## src/rtl/seg7_scan_decoder_if.sv

```systemverilog
// Scan-bus bundle for seg7_scan_decoder: the multiplexed segment/anode inputs
// plus the reconstructed frame outputs.
interface seg7_scan_decoder_if;
    logic [7:0]  atog;           // active-low segments, [7:1]=a..g, [0]=dp
    logic [3:0]  an;             // active-low digit enables
    logic [15:0] digits;         // nibble i = digit i
    logic [3:0]  dp;             // decimal point per digit, 1 = lit
    logic [3:0]  blank;          // digit had no segments lit
    logic        frame_err;      // some digit in the frame was undecodable
    logic        frame_valid;    // one-cycle pulse on publish
    logic        frame_changed;  // publish pulse when the frame differs

    // Display scanner side: drives the bus, observes the decoded frame.
    modport master (
        output atog, an,
        input  digits, dp, blank, frame_err, frame_valid, frame_changed
    );

    // Decoder side.
    modport slave (
        input  atog, an,
        output digits, dp, blank, frame_err, frame_valid, frame_changed
    );
endinterface

```

## src/rtl/seg7_scan_decoder.sv

```systemverilog
// Receives a time-multiplexed 7-segment scan, waits for each digit strobe to
// settle, decodes it to a hex nibble and publishes complete 4-digit frames.
// rst_n is expected to be released synchronously by the reset controller.
module seg7_scan_decoder #(
    parameter int unsigned SETTLE = 4   // 2..255
) (
    input logic                clk,
    input logic                rst_n,
    seg7_scan_decoder_if.slave bus
);

    localparam logic [7:0] SETTLE_C = 8'(SETTLE);

    typedef struct packed {
        logic [3:0] nib;
        logic       blank;
        logic       err;
    } dec_t;

    // Lit-segment set, bit 6 = a ... bit 0 = g.
    function automatic dec_t decode(input logic [6:0] lit);
        dec_t d;
        d = '{nib: 4'h0, blank: 1'b0, err: 1'b0};
        case (lit)
            7'h7E: d.nib = 4'h0;
            7'h30: d.nib = 4'h1;
            7'h6D: d.nib = 4'h2;
            7'h79: d.nib = 4'h3;
            7'h33: d.nib = 4'h4;
            7'h5B: d.nib = 4'h5;
            7'h5F: d.nib = 4'h6;
            7'h70: d.nib = 4'h7;
            7'h7F: d.nib = 4'h8;
            7'h7B: d.nib = 4'h9;
            7'h77: d.nib = 4'hA;
            7'h1F: d.nib = 4'hB;
            7'h4E: d.nib = 4'hC;
            7'h3D: d.nib = 4'hD;
            7'h4F: d.nib = 4'hE;
            7'h47: d.nib = 4'hF;
            7'h00: d.blank = 1'b1;
            default: d.err = 1'b1;
        endcase
        return d;
    endfunction

    function automatic logic one_hot_low(input logic [3:0] v);
        return (v == 4'b1110) || (v == 4'b1101) || (v == 4'b1011) || (v == 4'b0111);
    endfunction

    function automatic logic [1:0] digit_index(input logic [3:0] v);
        logic [1:0] idx;
        idx = 2'd0;
        for (int i = 0; i < 4; i++) begin
            if (!v[i]) idx = 2'(i);
        end
        return idx;
    endfunction

    logic [7:0]  atog_q;
    logic [3:0]  an_q;
    logic [7:0]  cnt_q, cnt_d;
    logic        strobe;
    logic [3:0]  seen_q, seen_d;
    logic [15:0] sh_nib_q, sh_nib_d;
    logic [3:0]  sh_dp_q, sh_dp_d;
    logic [3:0]  sh_blank_q, sh_blank_d;
    logic [3:0]  sh_err_q, sh_err_d;
    logic [15:0] digits_q, digits_d;
    logic [3:0]  dp_q, dp_d;
    logic [3:0]  blank_q, blank_d;
    logic        err_q, err_d;
    logic        valid_q, valid_d;
    logic        changed_q, changed_d;
    dec_t        dec;
    logic [1:0]  idx;

    // Input stage: everything downstream sees only the registered bus.
    always_ff @(posedge clk or negedge rst_n) begin
        if (!rst_n) begin
            atog_q <= 8'hFF;
            an_q   <= 4'hF;
        end else begin
            // NOTE: non-blocking assignment for every flop so all state updates
            // see the same pre-edge values regardless of block ordering.
            atog_q <= bus.atog;
            an_q   <= bus.an;
        end
    end

    // Settle counter: counts registered cycles the current one-hot an_q has held;
    // the strobe marks the single SETTLE-1 -> SETTLE step of each dwell.
    always_comb begin
        // NOTE: defaults first so no path through this block leaves a signal
        // unassigned, which would infer a latch.
        cnt_d  = cnt_q;
        strobe = 1'b0;
        if (bus.an != an_q) begin
            cnt_d = one_hot_low(bus.an) ? 8'd1 : 8'd0;
        end else if (!one_hot_low(an_q)) begin
            cnt_d = 8'd0;
        end else if (cnt_q != SETTLE_C) begin
            cnt_d  = cnt_q + 8'd1;
            strobe = (cnt_q == SETTLE_C - 8'd1);
        end
    end

    // Sample into the shadow frame and publish when the fourth digit arrives.
    always_comb begin
        dec        = decode(~atog_q[7:1]);
        idx        = digit_index(an_q);
        seen_d     = seen_q;
        sh_nib_d   = sh_nib_q;
        sh_dp_d    = sh_dp_q;
        sh_blank_d = sh_blank_q;
        sh_err_d   = sh_err_q;
        digits_d   = digits_q;
        dp_d       = dp_q;
        blank_d    = blank_q;
        err_d      = err_q;
        valid_d    = 1'b0;
        changed_d  = 1'b0;
        if (strobe) begin
            sh_nib_d[{idx, 2'b00} +: 4] = dec.nib;
            sh_dp_d[idx]    = ~atog_q[0];
            sh_blank_d[idx] = dec.blank;
            sh_err_d[idx]   = dec.err;
            seen_d          = seen_q | (4'b0001 << idx);
            if (seen_d == 4'hF) begin
                digits_d  = sh_nib_d;
                dp_d      = sh_dp_d;
                blank_d   = sh_blank_d;
                err_d     = |sh_err_d;
                valid_d   = 1'b1;
                changed_d = {sh_nib_d, sh_dp_d, sh_blank_d} != {digits_q, dp_q, blank_q};
                seen_d    = 4'h0;
                sh_err_d  = 4'h0;
            end
        end
    end

    // Counter, seen mask and shadow frame registers.
    always_ff @(posedge clk or negedge rst_n) begin
        if (!rst_n) begin
            // NOTE: the shadow frame is reset too, so a reset mid-scan can never
            // leak stale digits into the next published frame.
            cnt_q      <= 8'd0;
            seen_q     <= 4'h0;
            sh_nib_q   <= 16'h0;
            sh_dp_q    <= 4'h0;
            sh_blank_q <= 4'h0;
            sh_err_q   <= 4'h0;
        end else begin
            cnt_q      <= cnt_d;
            seen_q     <= seen_d;
            sh_nib_q   <= sh_nib_d;
            sh_dp_q    <= sh_dp_d;
            sh_blank_q <= sh_blank_d;
            sh_err_q   <= sh_err_d;
        end
    end

    // Published frame and its status pulses.
    always_ff @(posedge clk or negedge rst_n) begin
        if (!rst_n) begin
            digits_q  <= 16'h0;
            dp_q      <= 4'h0;
            blank_q   <= 4'hF;
            err_q     <= 1'b0;
            valid_q   <= 1'b0;
            changed_q <= 1'b0;
        end else begin
            digits_q  <= digits_d;
            dp_q      <= dp_d;
            blank_q   <= blank_d;
            err_q     <= err_d;
            valid_q   <= valid_d;
            changed_q <= changed_d;
        end
    end

    assign bus.digits        = digits_q;
    assign bus.dp            = dp_q;
    assign bus.blank         = blank_q;
    assign bus.frame_err     = err_q;
    assign bus.frame_valid   = valid_q;
    assign bus.frame_changed = changed_q;

endmodule

```

## src/flat_wrapper.sv

```systemverilog
// flat-port wrapper written by rule: the top's interface ports become plain ports
module seg7_scan_decoder_flat 
#(
    parameter int unsigned SETTLE = 4            
)
  (clk, rst_n, bus_atog, bus_an, bus_digits, bus_dp, bus_blank, bus_frame_err, bus_frame_valid, bus_frame_changed);
  seg7_scan_decoder_if bus_i ();
  input logic clk;
  input logic rst_n;
  input wire logic [$bits(bus_i.atog)-1:0] bus_atog;
  input wire logic [$bits(bus_i.an)-1:0] bus_an;
  output wire logic [$bits(bus_i.digits)-1:0] bus_digits;
  output wire logic [$bits(bus_i.dp)-1:0] bus_dp;
  output wire logic [$bits(bus_i.blank)-1:0] bus_blank;
  output wire logic [$bits(bus_i.frame_err)-1:0] bus_frame_err;
  output wire logic [$bits(bus_i.frame_valid)-1:0] bus_frame_valid;
  output wire logic [$bits(bus_i.frame_changed)-1:0] bus_frame_changed;
  assign bus_i.atog = bus_atog;
  assign bus_i.an = bus_an;
  assign bus_digits = bus_i.digits;
  assign bus_dp = bus_i.dp;
  assign bus_blank = bus_i.blank;
  assign bus_frame_err = bus_i.frame_err;
  assign bus_frame_valid = bus_i.frame_valid;
  assign bus_frame_changed = bus_i.frame_changed;
  seg7_scan_decoder #(.SETTLE(SETTLE)) u_core (.clk(clk), .rst_n(rst_n), .bus(bus_i));
endmodule
```

## config.mk

```make
export PLATFORM = sky130hd
export DESIGN_NAME = seg7_scan_decoder_flat
export DESIGN_NICKNAME = d
export VERILOG_FILES = /design/src/rtl/seg7_scan_decoder_if.sv /design/src/rtl/seg7_scan_decoder.sv /design/src/flat_wrapper.sv
export SDC_FILE = /design/constraint.sdc
export NUM_CORES = 1
export LEC_CHECK = 0
export BUFFER_PORTS_ARGS = -buffer_cell sky130_fd_sc_hd__buf_2
export CORE_MARGIN = 2
export CORE_UTILIZATION = 50
export DETAILED_ROUTE_END_ITERATION = 10
export GPL_ROUTABILITY_DRIVEN = 0
export PLACE_DENSITY = 0.82
export SETUP_SLACK_MARGIN = 0.5
export SLEW_MARGIN = 20
export SYNTH_ARGS = -nofsm -noshare
export SYNTH_HDL_FRONTEND = slang
export SYNTH_SLANG_ARGS = --single-unit
```

## constraint.sdc

```tcl
create_clock -name clk -period 2.18 [get_ports clk]
set_input_delay 0.218 -clock clk [delete_from_list [all_inputs] [get_ports clk]]
set_output_delay 0.218 -clock clk [all_outputs]
set_load 0.1 [all_outputs]
```

Word-level counts from Yosys, hierarchy flattened
Index checks and enable logic that the tools add are counted.

Input port bits: 14. Register bits after elaboration: 79. Word-level logic and storage cells: 90. Output and inout bits: 27.

Bitwise logic cells: 3. Muxes and demuxes: 25. Equal/unequal tests: 30. $add $sub $neg: 2. Order comparisons: 2. Shift operators: 3. Reduce and logical (&&, ||, !) cells: 11.

Operator list (count): $eq A7 B7 Y1 const B (12); $pmux W4 S15 (1); $eq A4 B4 Y1 const B (7); $mux W8 (3); $ne A24 B24 Y1 (1); $eq A7 B6 Y1 const B (3); $reduce_or A17 Y1 (1); $bwmux W16 (1); $shift A4 B6 Y16 const A (1); $shiftx A4 B6 Y16 (1); $bwmux W4 (3); $mux W1 (12); $add A8 B1 Y8 const B (1); $eq A4 B3 Y1 const B (2); $eq A8 B2 Y1 const B (1); $mux W4 (2); $ne A8 B3 Y1 const B (1); $eq A7 B5 Y1 const B (1); $logic_not A7 Y1 (1); $not A7 Y7 (1); $logic_or A1 B1 Y1 (6); $neg A4 Y6 (1); $mux W2 (2); $ne A4 B4 Y1 (1); other kinds (10) (10).

Depth between registers and ports, before layout
Gate-level depths: netlist (run 1).

Word-level depth: 11. Mapped depth: 11. Mapped depth without buffers: 8.

Least setup slack after synthesis (run 1)
No wires, ideal clock.

Kind: reg-to-reg. Start point: register u_core.digits_q[6], in the netlist u_core.bus.digits[6]. End point: register u_core.changed_q, in the netlist u_core.bus.frame_changed. Setup slack: -428 ps. Required time: 2034 ps. Buffers on the path: 0. Period minus slack after synthesis: 2608 ps. Stages on the path, launching flop included: 8. Data arrival time: 2462 ps. Setup time: 146 ps. Cell sequence: dfrtp_1 xnor2_1 o21ai_0 a22oi_1 o2111ai_1 or4_4 a2111oi_4 a41oi_1.

Longest elaborated chain between the ends: 3.

RTL lines: start, declared (RTL line seg7_scan_decoder.sv:69) `logic [15:0] digits_q, digits_d;`; start signal, assigned (RTL line seg7_scan_decoder.sv:173) `digits_q <= digits_d;`; $ne A24 B24 Y1 (RTL line seg7_scan_decoder.sv:135) `changed_d = {sh_nib_d, sh_dp_d, sh_blank_d} != {digits_q, dp_q, blank_q};`; $mux W1 (RTL line seg7_scan_decoder.sv:129) `if (seen_d == 4'hF) begin`; $mux W1 (RTL line seg7_scan_decoder.sv:123) `if (strobe) begin`; net u_core.changed_d (RTL line seg7_scan_decoder.sv:74) `logic changed_q, changed_d;`; end signal, assigned (RTL line seg7_scan_decoder.sv:178) `changed_q <= changed_d;`; end, declared (RTL line seg7_scan_decoder.sv:74).

The timed path passes the listed nets, and every way through them passes these cells. A chain may end at the register's enable or synchronous reset.

Final worst setup path (run 1)
Start point: register u_core.atog_q[2]. End point: register u_core.changed_q, in the netlist u_core.bus.frame_changed.

Longest elaborated chain between the ends: 8.

RTL lines: start, declared (RTL line seg7_scan_decoder.sv:60) `logic [7:0] atog_q;`; start signal, assigned (RTL line seg7_scan_decoder.sv:86) `atog_q <= bus.atog;`; $not A7 Y7 * (RTL line seg7_scan_decoder.sv:110) `dec = decode(~atog_q[7:1]);`; $eq A7 B7 Y1 (tied with other cells) (RTL line seg7_scan_decoder.sv:24) `case (lit)`; $pmux W4 S15 (RTL line seg7_scan_decoder.sv:24); $shiftx A4 B6 Y16 (RTL line seg7_scan_decoder.sv:124) `sh_nib_d[{idx, 2'b00} +: 4] = dec.nib;`; $bwmux W16 (RTL line seg7_scan_decoder.sv:124); $ne A24 B24 Y1 * (RTL line seg7_scan_decoder.sv:135); $mux W1 * (RTL line seg7_scan_decoder.sv:129); $mux W1 * (RTL line seg7_scan_decoder.sv:123); net u_core.changed_d (RTL line seg7_scan_decoder.sv:74).

The timed path passes the listed nets; every way through them passes the cells marked *.

==> results of run 1 <==
power by group through the flow:
| stage | Sequential (mW) | Clock, mW | Combinational (mW) |
|---|---|---|---|
| after global routing | 1.52 | 1.11 | 0.426 |
| after detailed placement | 1.54 | 0 | 0.307 |
| after floorplan | 1.53 | 0 | 0.174 |
| after CTS | 1.51 | 1.04 | 0.350 |
| final | 1.51 | 1.04 | 0.399 |
| after global placement | 1.54 | 0 | 0.298 |
layout make-up:
class                   count  area [sq um]
clock buffers              12         155.1
clock inverters             4         28.78
fillers                   592          2456
inverters                  21         83.83
multi-input cells         356          2550
flip-flops and latches     79          2016
well taps                 108         135.1
repair buffers            168          1339
state kept, by name, indices dropped and copies added (netlist names):
register / count
u_core.an_q: 4
u_core.cnt_q: 8
u_core.bus.blank: 4
u_core.bus.digits: 16
u_core.sh_dp_q: 4
u_core.atog_q: 8
u_core.bus.frame_valid: 1
u_core.bus.frame_changed: 1
u_core.seen_q: 4
u_core.sh_nib_q: 16
u_core.sh_blank_q: 4
u_core.bus.frame_err: 1
u_core.bus.dp: 4
u_core.sh_err_q: 4
worst max-delay path: cells and delay by family (launching register included):
kind	cells	cell delay [ps]
DFF	1	600
AOI/OAI and AO/OA	5	1050
buffers and inverters	1	180
and+or+nand+nor	2	750
timing repair:
item | 4_1_cts | 5_1_grt
gates cloned | 3 | 0
gates resized for setup | 35 | 39
endpoints found under the hold margin | 41 | 0
hold buffers | 13 | 0
endpoints found under the setup margin | 67 | 67
buffers inserted | 14 | 16
pin swaps | 7 | 14
synth_stat cells (14+ instances only):
library cell / instances / area, sq um
clkbuf_1: 14 / 52.55
a21oi_1: 23 / 115.1
nand2_1: 46 / 172.7
dfstp_2: 16 / 420.4
nor2_1: 42 / 157.7
nand3_1: 14 / 70.07
inv_1: 19 / 71.32
dfrtp_1: 63 / 1577
xor2_1: 16 / 140.1
o21ai_0: 47 / 235.2
worst paths after layout:
path                                                   from                                  to  depth (start not counted)
hold reg to reg            u_core.bus.frame_err$_DFFE_PN0P_    u_core.bus.frame_err$_DFFE_PN0P_                          2
max in group asynchronous                             rst_n            u_core.an_q[2]$_DFF_PN1_                          3
setup reg to reg                 u_core.atog_q[2]$_DFF_PN1_  u_core.bus.frame_changed$_DFF_PN0_                          8
hold / removal                                    bus_an[0]         u_core.cnt_q[0]$_DFFE_PN0P_                          3
min in group asynchronous                             rst_n   u_core.bus.digits[14]$_DFFE_PN0P_                          2
setup / recovery                 u_core.atog_q[2]$_DFF_PN1_  u_core.bus.frame_changed$_DFF_PN0_                          8
per-stage QoR:
stage / TNS, ps / cells
finish: -5982 / 748
detailed placement: -2708 / 686
global route: -10150 / 748
floorplan: -262.6 / 485
CTS: -1915 / 732
global placement: -812.9 / 686
cells by family after synthesis:
logic type                 after synthesis  synth area share (%)
and+or+nand+nor                        168                 19.48
AOI/OAI and AO/OA                      130                 18.59
DFF                                     79                 44.15
buffers and inverters                   51                 5.228
xor gates and xnor gates                29                 5.781
muxes                                   26                 6.224
adders and majority gates                2                0.5532
metal layers:
metal / routed length [microns] / vias up / share of wire [%] / track usage, %
li1: - / 2051 / - / -
met5: 0 / - / 0 / 0
met3: 1345 / 83 / 8.9 / 4.919
met1: 5647 / 2277 / 37 / 37.00
met2: 7484 / 291 / 49 / 50.57
met4: 688 / 0 / 4.5 / 12.96
==> flow_summary.yaml, run 1 <==
run_status:
  run_status: "finished with violations"
  violations: "setup timing"
power:
  seq_power_share_pct: 51.2
  p_clk_share_pct: 35.3
  peakVddDrop_mv: 0.2916
  power.switching_uw: 802.5
  power_mw: 2.957
  p_leak_nw: 2.916
  power.density_nw_per_um2: 468.9
  internal-power_mw: 2.155
  p_comb_share_pct: 13.5
  swShare_pct: 27.14
clock_network:
  clockBufferDepth: 2
  clock_sinks: 79
  worstSkewPairLatency_ps: 360
  clkTransAtPathRegs_ps: 80
  cts_tree: "built"
  cts-root-buf: "clkbuf_8"
  h-tree-depth: 3
  cts-buffers-inserted: 9
finish:
  drive_gt1_share_pct: 42.34
  layout_commonest_cell: "buf_4"
  areaGrowthSynthToFinish_pct: 39.45
  stdcell_area_sq_um: 6307
  diodes: 0
  mostFrequentLayoutCells: "buf_4, dfrtp_1, nand2_1, buf_2, nor2_1"
  utilization_pct: 71.97
  finalNetCount: 651
critical_path:
  crit_path_end_kind: "register"
  critPathKind: "register to register"
  required_ps: 2400
  arrival_ps: 2930
  cp_cell_sequence: "clkbuf_2 -> nor4bb_1 -> o21ai_1 -> and2_1 -> a32o_1 -> o21ai_0 -> o2111a_1 -> a41oi_1"
  cp-start-kind: "register"
  critPathSlowestCell: "dfstp_2"
  reg2reg_slack_ps: -530
  cp_max_fo: 6
  max_stage_delay_ps: 600
yosys:
  ys_ff_latch: 79
  syn-cell-area_sq_um: 4523
  synthesis.instances: 485
  synthDistinctLibCells: 76
  synthArstFlopShare_pct: 100.0
  yosys_warnings: 0
  syn_avg_cell_area_sq_um: 9.326
  ys_seq_area_share_pct: 44.15
  syn_nets: 501
  dominantRegCellSynth: "dfrtp_1"
  synth_edf_count: 0
timing:
  worst_pin_slew_ps: 555.8
  finalMaxSlewViolations: 0
  rsz0062_at_grt: "yes"
  finalSetupViolCount: 47
  fin_crit_sh_pct: 124.5
  finClkSkew_ps: 10.93
  fmax_ghz: 0.3684
  setup_slack_ps: -534.7
  timing.slew.headroom_pct: 62.95
  fin_hold_ws_ps: 226.9
  finalHoldViolCount: 0
  min_period_ps: 2715
global_routing:
  grt_max_degree: 41
  grt_pass1_wl_mm: 22.73
  grt-ovfl-total: 0
  grt_pass1_vias: 4476
  antenna_found_initial: 0
  track_usage_pct: 29.58
route:
  routed_via_density: 6.286
  remaining_drc_errors: 0
  drt_iter0_markers: 580
  vias: 4702
  final_antenna_net_count: 0
  dr.pass1.iters: 5
  wl_mm: 15.17
  wl_per_cell_microns: 20.28
placement:
  port_buffers: 40
  hpwl_mm: 9.407
  place_ws_ps: -245.6
  place_area_sq_um: 5449
floorplan:
  start_util_pct: 51.61
  die_y_microns: 99.11
  die-area_sq_um: 9823
  fp-row-count: 34
  io_pins: 41
  die_x_microns: 99.11
  core_area_sq_um: 8763
min_path:
  worstHoldPathType: "input port to register"
job:
  drv_cap: 0
No activity file was read; power rests on OpenSTA's default activity.
==> inputs of run 2 (changes only) <==
CELL_PAD_IN_SITES_DETAIL_PLACEMENT = 0   (was default)
CELL_PAD_IN_SITES_GLOBAL_PLACEMENT = 1   (was default)
CORE_UTILIZATION = 42   (was 50)
PLACE_DENSITY = 0.87   (was 0.82)
==> run 2 against run 1 <==
  * The run still ends with setup timing left
  * Critical path depth is 1 higher
  * Clock power grew 23%
  * Fmax rose by 8.4%
  * Non-clock buffer count grew 30
  * Sequential power is essentially flat
  * Critical endpoint unchanged
  * Largest cell class unchanged
  * Largest power group unchanged
==> flow_summary.yaml, run 2 (synthesized netlist as in run 1, its figures left out) <==
clock_network:
  cts-buffers-inserted: 9
  clockBufferDepth: 2
  worstSkewPairLatency_ps: 370
  cts_tree: "built"
  h-tree-depth: 3
  clock_sinks: 79
  clkTransAtPathRegs_ps: 90
  cts-root-buf: "clkbuf_8"
route:
  vias: 4615
  drt-met1-wl_mm: 6.240
  routed_via_density: 5.726
  dr_wl_met2_mm: 7.546
  remaining_drc_errors: 0
  drt_iter0_markers: 432
  met3RoutedLength_mm: 1.100
  dr.pass1.iters: 5
  wl_per_cell_microns: 19.05
  final_antenna_net_count: 0
  top_layer_used: "met4"
  wl_mm: 15.35
critical_path:
  critPathKind: "register to register"
  crit_path_end_kind: "register"
  cp_max_fo: 5
  required_ps: 2410
  cp-start-kind: "register"
  arrival_ps: 2740
timing:
  finalHoldViolCount: 0
  finalSetupViolCount: 55
  finClkSkew_ps: 12.82
  setup_slack_ps: -324.1
  rsz0062_at_grt: "yes"
  fin_crit_sh_pct: 114.9
  fin_hold_ws_ps: 183.9
  min_period_ps: 2504
  finalMaxSlewViolations: 0
  tns_ps: -7166
  fmax_ghz: 0.3994
  timing.slew.headroom_pct: 67.68
  worst_pin_slew_ps: 480.3
power:
  power.density_nw_per_um2: 471.8
  power_mw: 3.249
  p_comb_share_pct: 13.8
  seq_power_share_pct: 46.7
  swShare_pct: 25.41
  peakVddDrop_mv: 0.2717
  power.switching_uw: 825.7
  internal-power_mw: 2.423
  p_leak_nw: 3.146
  p_clk_share_pct: 39.5
floorplan:
  die_y_microns: 107.8
  die_x_microns: 107.8
  io_pins: 41
  die-area_sq_um: 11620
  start_util_pct: 43.62
  core_area_sq_um: 10370
  fp-row-count: 37
run_status:
  violations: "setup timing"
  run_status: "finished with violations"
placement:
  hpwl_mm: 9.508
  place_ws_ps: -262.1
  port_buffers: 40
job:
  drv_cap: 0
finish:
  drive_gt1_share_pct: 48.81
  areaGrowthSynthToFinish_pct: 52.25
  layout_commonest_cell: "buf_4"
  finalNetCount: 681
  mostFrequentLayoutCells: "buf_4, dfrtp_1, buf_2, nand2_1, nor2_1"
  diodes: 0
global_routing:
  grt-ovfl-total: 0
  grt_max_degree: 42
  grt_pass1_wl_mm: 22.34
  antenna_found_initial: 0
  track_usage_pct: 25.18
  grt_pass1_vias: 4302
min_path:
  worstHoldPathType: "input port to register"
## run 2: cell types whose count changed in the layout (fill, tap and decap cells not counted), sizes merged
cell,before,now
buf,154,182
bufinv,0,2
clkbuf,13,15
clkinv,2,1
clkinvlp,2,1
## run 2: routing by layer
layer / track usage, % / up-vias
li1: - / 2098
met2: 41.78 / 235
met4: 9.432 / 0
met3: 5.448 / 48
met5: 0 / -
met1: 32.14 / 2234
## run 2: worst max-delay path, stage by stage (launching register included)
cell      delay [ps]
dfstp_2          600
clkbuf_2         190
nor3b_1           80
o211ai_1         210
o211ai_1         190
buf_4            190
a221o_1          340
nor4_2           250
o2111a_1         210
a41oi_1          110
## run 2: final timing paths
| kind | to | depth (start not counted) | slack (ps) | startpoint |
|---|---|---|---|---|
| worst max-delay path | u_core.bus.frame_changed$_DFF_PN0_ | 9 | -320 | u_core.atog_q[4]$_DFF_PN1_ |
| worst min-delay path | u_core.cnt_q[0]$_DFFE_PN0P_ | 3 | 180 | bus_an[0] |
| worst max register to register | u_core.bus.frame_changed$_DFF_PN0_ | 9 | -320 | u_core.atog_q[4]$_DFF_PN1_ |
| worst min register to register | u_core.bus.frame_err$_DFFE_PN0P_ | 2 | 490 | u_core.bus.frame_err$_DFFE_PN0P_ |
| max in group asynchronous | u_core.bus.blank[0]$_DFFE_PN1P_ | 3 | 1320 | rst_n |
| min in group asynchronous | u_core.bus.digits[14]$_DFFE_PN0P_ | 2 | 240 | rst_n |
## run 2: per-stage QoR
step                      util [%]  cells  cell area (sq um)
after floorplan                  -    485               4712
after global placement       53.80    725               5579
after detailed placement     53.80    725               5579
after CTS                    60.34    781               6257
after global routing         66.41    806               6887
final                        66.41    806               6887
## run 2: repair_timing
action | CTS | global route
gates cloned | 1 | 1
hold endpoints to repair | 57 | 0
endpoints found under the setup margin | 67 | 67
pin swaps | 8 | 20
hold buffers | 13 | 0
gates resized for setup | 22 | 107
buffers inserted | 26 | 24
## run 2: power groups by stage
stage	registers (mW)	logic (mW)	clock network [mW]
finish	1.52	0.449	1.28
global route	1.52	0.481	1.35
CTS	1.51	0.376	1.29
detailed placement	1.55	0.313	0
global placement	1.54	0.306	0
floorplan	1.53	0.174	0
## run 2: area by class of cell
class / instances / area (sq um)
clock buffers: 12 / 155.1
clock inverters: 4 / 76.32
fillers: 773 / 3483
inverters: 21 / 86.33
multi-input cells: 356 / 2724
flip-flops and latches: 79 / 2016
well taps: 136 / 170.2
repair buffers: 198 / 1659
